===== config.mk =====
export PLATFORM = sky130hd
export DESIGN_NAME = imm_narrower
export DESIGN_NICKNAME = d
export VERILOG_FILES = /design/src/rtl/imm_narrower.sv
export SDC_FILE = /design/constraint.sdc
export NUM_CORES = 1
export LEC_CHECK = 0
export ABC_AREA = 0
export CAP_MARGIN = 10
export CORE_MARGIN = 4
export CORE_UTILIZATION = 30
export CTS_CLUSTER_DIAMETER = 200
export DETAILED_ROUTE_END_ITERATION = 10
export DONT_BUFFER_PORTS = 1
export MAX_ROUTING_LAYER = met4
export SLEW_MARGIN = 20
export SYNTH_ARGS = -nofsm -noshare
export SYNTH_HDL_FRONTEND = slang
export SYNTH_SLANG_ARGS = --single-unit
export TNS_END_PERCENT = 1

===== constraint.sdc =====
create_clock -name clk -period 2.5 [get_ports clk]
set_input_delay 0 -clock clk [delete_from_list [all_inputs] [get_ports clk]]
set_output_delay 0 -clock clk [all_outputs]
set_load 0.03 [all_outputs]

===== src/rtl/imm_narrower.sv =====
// Narrows 16-bit immediates into a byte stream: one short byte when the value
// sign-extends from its low byte, otherwise high byte then low byte.
module imm_narrower #(
  parameter int CNT_W = 8
) (
  input  logic             clk,
  input  logic             reset,
  input  logic [15:0]      in,
  input  logic             in_valid,
  output logic             in_ready,
  output logic [7:0]       out,
  output logic             out_valid,
  input  logic             out_ready,
  output logic             out_last,
  output logic             out_short,
  output logic [CNT_W-1:0] short_count,
  output logic [CNT_W-1:0] long_count
);

  localparam logic [1:0] IDLE  = 2'd0;
  localparam logic [1:0] SHORT = 2'd1;
  localparam logic [1:0] HI    = 2'd2;
  localparam logic [1:0] LO    = 2'd3;

  logic [1:0]       state_q, state_d;
  logic [15:0]      word_q, word_d;
  logic [CNT_W-1:0] short_cnt_q, short_cnt_d;
  logic [CNT_W-1:0] long_cnt_q, long_cnt_d;
  logic             in_xfer, out_xfer;

  function automatic logic fits_byte(input logic [15:0] w);
    return w[15:8] == {8{w[7]}};
  endfunction

  function automatic logic [1:0] entry_state(input logic [15:0] w);
    return fits_byte(w) ? SHORT : HI;
  endfunction

  // Outputs are pure decodes of state and the held word, so they stay stable
  // under back-pressure; in IDLE the low byte of the last word remains visible.
  assign out_valid   = (state_q != IDLE);
  assign out_last    = (state_q == SHORT) || (state_q == LO);
  assign out_short   = (state_q == SHORT);
  assign out         = (state_q == HI) ? word_q[15:8] : word_q[7:0];
  assign short_count = short_cnt_q;
  assign long_count  = long_cnt_q;

  assign in_ready = !reset && ((state_q == IDLE) || (out_valid && out_last && out_ready));
  assign in_xfer  = in_valid && in_ready;
  assign out_xfer = out_valid && out_ready;

  always_comb begin
    state_d     = state_q;
    word_d      = word_q;
    short_cnt_d = short_cnt_q;
    long_cnt_d  = long_cnt_q;
    case (state_q)
      IDLE:      if (in_xfer) state_d = entry_state(in);
      SHORT, LO: if (out_xfer) state_d = in_xfer ? entry_state(in) : IDLE;
      HI:        if (out_xfer) state_d = LO;
      default:   state_d = IDLE;
    endcase
    if (in_xfer) word_d = in;
    if (out_xfer && (state_q == SHORT)) short_cnt_d = short_cnt_q + CNT_W'(1);
    if (out_xfer && (state_q == LO))    long_cnt_d  = long_cnt_q + CNT_W'(1);
  end

  always_ff @(posedge clk) begin
    if (reset) begin
      state_q     <= IDLE;
      word_q      <= '0;
      short_cnt_q <= '0;
      long_cnt_q  <= '0;
    end else begin
      state_q     <= state_d;
      word_q      <= word_d;
      short_cnt_q <= short_cnt_d;
      long_cnt_q  <= long_cnt_d;
    end
  end

endmodule


* Word level (Yosys, flattened, before mapping)
Index checks and enable logic that the tools add are counted.
** Storage, ports and cells
- Register bits after elaboration :: 34
- Bits of input ports :: 20
- Output and inout port bits :: 28
- Logic and storage cells :: 34
** Cells by class
- Add/subtract/negate cells :: 2
- Equality and inequality tests :: 7
- Multiplexer cells :: 7
- Reduce and logical (&&, ||, !) cells :: 14
** Operator list (number)
- 8-bit by 1-bit adder with 8-bit output (second input constant) :: 2
- 2-bit two-way mux :: 5
- 8-bit == test :: 1
- 8-bit two-way mux :: 1
- 1-bit logical AND :: 7
- 2-bit != test (second input constant) :: 3
- 2-bit one-hot mux with 3 select lines :: 1
- 2-bit == test (second input constant) :: 2
- 3-bit AND reduction :: 1
- 2-bit by 1-bit == test with 1-bit output (second input constant) :: 1
- 2-bit logical NOT :: 1
- 1-bit logical OR :: 2
- 2-bit nonzero test :: 1
- 2-bit OR reduction :: 1
- 1-bit logical NOT :: 1

* Logic depth before layout (Yosys ltp)
- Depth in word-level cells :: 10
- Gate-level depth with buffers :: 6
- Mapped depth without buffers :: 4

* Worst setup path after synthesis
Ideal clock, no wire load.
- Kind :: reg-to-reg
- From :: register state_q[0]
- To :: register word_q[0]
- Library setup time :: 128 ps
- Arrival :: 1401 ps
- Required time :: 2372 ps
- Setup slack :: 971 ps
- Cell stages (with the launch flop) :: 5
- Path buffers :: 1
- Clock period less this slack :: 1529 ps
- Cell sequence :: dfxtp_1 > or2_1 > a211oi_4 > clkbuf_1 > o21ai_0
** On the way
- Elaborated cells on any way between the ends :: 10
- Those cells by class :: eq/ne (2); reduce/logical (8)
** RTL lines
- from (decl) :: RTL line 25 : logic [1:0] state_q, state_d;
- from (signal assigned) :: RTL line 75 : state_q <= state_d;
- 2-bit nonzero test :: RTL line 41 : assign out_valid = (state_q != IDLE);
- named net out_valid :: RTL line 12 : output logic out_valid,
- 1-bit logical AND (2 in a row) :: RTL line 48 : assign in_ready = !reset && ((state_q == IDLE) || (out_valid && out_last && out_ready));
- 1-bit logical OR :: RTL line 48
- 1-bit logical AND :: RTL line 48
- 1-bit logical AND :: RTL line 49 : assign in_xfer = in_valid && in_ready;
- to (signal assigned) :: RTL line 76 : word_q <= word_d;
- to (decl) :: RTL line 26 : logic [15:0] word_q, word_d;
The timed path passes the listed nets, and every way through them passes these cells.
A chain may end at the register's enable or synchronous reset.

* Final worst setup path
- From :: register state_q[0]
- To :: register state_q[0]
** On the way
- Word-level cells in the longest chain between the ends :: 10
- Elaborated cells on any way between the ends :: 20
- Those cells by class :: eq/ne (6); mux (3); reduce/logical (11)
** RTL lines
- 2-bit by 1-bit == test with 1-bit output / 2-bit == test (equally long branches) :: RTL line 42, 57
- 1-bit logical OR :: RTL line 42 : assign out_last = (state_q == SHORT) || (state_q == LO);
- 1-bit logical AND (2 in a row) :: RTL line 48
- 1-bit logical OR :: RTL line 48
- 1-bit logical AND :: RTL line 48
- 1-bit logical AND :: RTL line 49
- 2-bit two-way mux (2 in a row) :: RTL line 59 : SHORT, LO: if (out_xfer) state_d = in_xfer ? entry_state(in) : IDLE;
- 2-bit one-hot mux with 3 select lines :: RTL line 57 : case (state_q)
Parallel ways exist; a longest one is shown, timed or not. The select of a mux whose other input is x is not followed.

==> impl_metrics.ini <==
[layout]
diodes = 0
final_cells = 267
fillerInstances = 553
most-common-layout-cells = 34 x dfxtp_1, 22 x nand2_1, 18 x dlygate4sd3_1
multiInputGateArea_um2 = 845
final-seq-area_um2 = 681
area_delta_synth_final_pct = 21.7
utilization = 0.377
layout_commonest_cell = dfxtp_1
layout-drive-gt1-share = 0.117
nNetsFinal = 218

[pwr]
p_int_uw = 852
swShare = 0.263
clkPwrFrac = 0.358
pwr_density_cell_nw_per_um2 = 600
power_frac_seq = 0.508
power.switching_uw = 303
combPwrFrac = 0.134
peakVddDrop_mv = 0.375
p_leak_uw = 0.000702

[drt]
wl_per_cell_um = 13.7
drc_errors = 0
viasPerCell = 4.54
routed_wl_mm = 3.65
drt_first_pass_iters = 4
vias = 1213
drt_first_iter_violations = 35
ant_nets = 0

[clock_network]
cts_resized = 0
cts_tree = done
clk_pin_slew_worst_paths_ns = 0.07
clk_path_buf_depth = 2
clock_sinks = 34
cts_buffers = 5
root_buffer = clkbuf_8
htree_num_levels = 2
clk_latency_ns = 0.28

[synthesis]
synth-edff-count = 0
ys_ff_latch = 34
synth_xor_area_frac = 0.0775
yosys.area_share.simple = 0.277
syn_nets = 202
synth_top_family_by_area = simple AND/OR/NAND/NOR gates
yosysSeqAreaShare = 0.430
avgSynthCellArea_um2 = 8.79
yosysUniqueCellTypes = 33
yosysTopAreaCell = dfxtp_1
synth_area_um2 = 1580
ys_top_cells_by_area = dfxtp_1 43%, nand2b_1 6.7%, mux2_2 5.7%
synth_mux_area_frac = 0.0632
synth_compound_area_frac = 0.0996
syn_inst = 180
synth_warnings = 0
synthFlopType = dfxtp_1
ys_async_sr_fraction = 0
yosys.area_share.adder = 0.0158
synth_top_area_frac = 0.430

[timing]
post-route-min-period_ns = 2.29
final_max_slew_viol_count = 0
finalWorstSetupSlack_ns = 0.215
fin_crit_sh = 0.914
whs_ns = 0.0936
tns_ns = 0
slew_headroom = 0.554
finalHoldViolCount = 0
rsz0062_at_grt = false
final-setup-viol-count = 0
finalClockSkew_ns = 0.00556
tightest_slew_ns = 0.671
fmax_ghz = 0.438

[critical_path]
r2r_start = state_q[0]
end_kind = flop
cp_max_fo = 9
r2r.worst_path.cells = 5
critical_path_required_ns = 2.72
start_kind = flop
critPathKind = flop to flop
worst_r2r_endpoint = state_q[0]
cp.arrival_ns = 2.51
reg2reg_setup_slack_ns = 0.21

[floorplanning]
initial_core_util = 0.310
chipHeight_um = 80.6
die_w_um = 80.6
io_pins = 48
dieArea_um2 = 6500
coreArea_um2 = 5110
core.rowCount = 26

[global_route]
grt_max_degree = 36
first_global_vias = 1257
grt_pass1_wl_mm = 5.79
gr-total-overflow = 0
grt_use_total = 0.120
antenna_found_initial = 0

[placement]
place_congestion = 0.709
dp_cells = 240
place_ws_ns = 0.555
dp_hpwl_mm = 2.40
portBuffers = 0

[worst_hold_path]
hold_depth = 3
hp-class = primary input to flop
min_from = in[14]

[flow_run]
drv_cap = 0

[run_status]
status = finished, final reports clean
[cells in the mapped netlist (all sizes together), types with 2 or more instances]
library cell  instances
and3                  4
nand3                 2
mux2                  8
inv                   2
ha                    2
and2                  2
dfxtp                34
xnor2                 7
nor4                  3
nand4                 7
nand2                22
nand2b               17
a21oi                 3
xor2                  7
nor3                  2
buf                   4
clkbuf                8
o21ai                18
nor2                 16
[per-layer routing]
layer | global-route usage | up-vias | part of all wire
met5 | - | - | 0
met4 | 0.0405 | 0 | 0.0080
met3 | 0.0527 | 5 | 0.094
met2 | 0.187 | 39 | 0.45
met1 | 0.138 | 538 | 0.45
li1 | - | 631 | -
[flip-flops by register name (all words and copies together) (netlist names), named ones only]
register and cells:
short_count 8, long_count 8, state_q 1, word_q 16
[timing repair]
action | CTS | global route
hold buffers | 19 | 0
hold endpoints to repair | 34 | 0
buffers inserted | 0 | 0
[worst max-delay path: stages (launching register included)]
cell and delay [ns]:
dfxtp_1 0.63, nand2_1 0.28, a211oi_4 0.35, o21ai_1 0.12, a221oi_2 0.27, dlygate4sd3_1 0.57
[logic make-up (layout without fill, tap and decap cells)]
family	count (synthesis)	after routing
AO/OA/AOI/OAI	25	25
flip-flops	34	34
adder cells (fa/ha/maj)	2	2
buffers and inverters	14	31
multiplexers	9	9
AND/OR/NAND/NOR	82	82
XOR/XNOR	14	14
[final cells by class]
class                      instances  share of cell area
inverter                           2             0.00390
clock inverter                     1             0.00260
sequential                        34               0.353
clock buffer                       7              0.0448
tap                               70              0.0455
timing repair buffer              21               0.112
multi-input combinational        132               0.438
[through the flow]
step	power, uW	instance area [um^2]
detailed placement	719	1640
CTS	1170	1930
global placement	717	1640
global route	1210	1930
finish	1160	1930
floorplan	709	1580
[how the worst max path moves through the flow]
stage                     startpoint    endpoint  slack, ns  cells past startpoint
after floorplan           state_q[0]   word_q[0]       0.97                      4
after global placement    state_q[0]        flop       0.60                      5
after detailed placement  state_q[0]        flop       0.56                      5
after CTS                 state_q[0]  state_q[0]       0.20                      5
after global routing      state_q[0]  state_q[0]       0.05                      5
final                     state_q[0]  state_q[0]       0.21                      5
[power by group through the flow]
stage | registers (uW) | clock network (uW) | logic, uW
2_1_floorplan | 590 | 0 | 119
5_1_grt | 590 | 451 | 169
6_report | 587 | 413 | 155
3_5_place_dp | 599 | 0 | 120
3_3_place_gp | 598 | 0 | 119
4_1_cts | 587 | 427 | 157
Power figures use the tool's default switching activity.
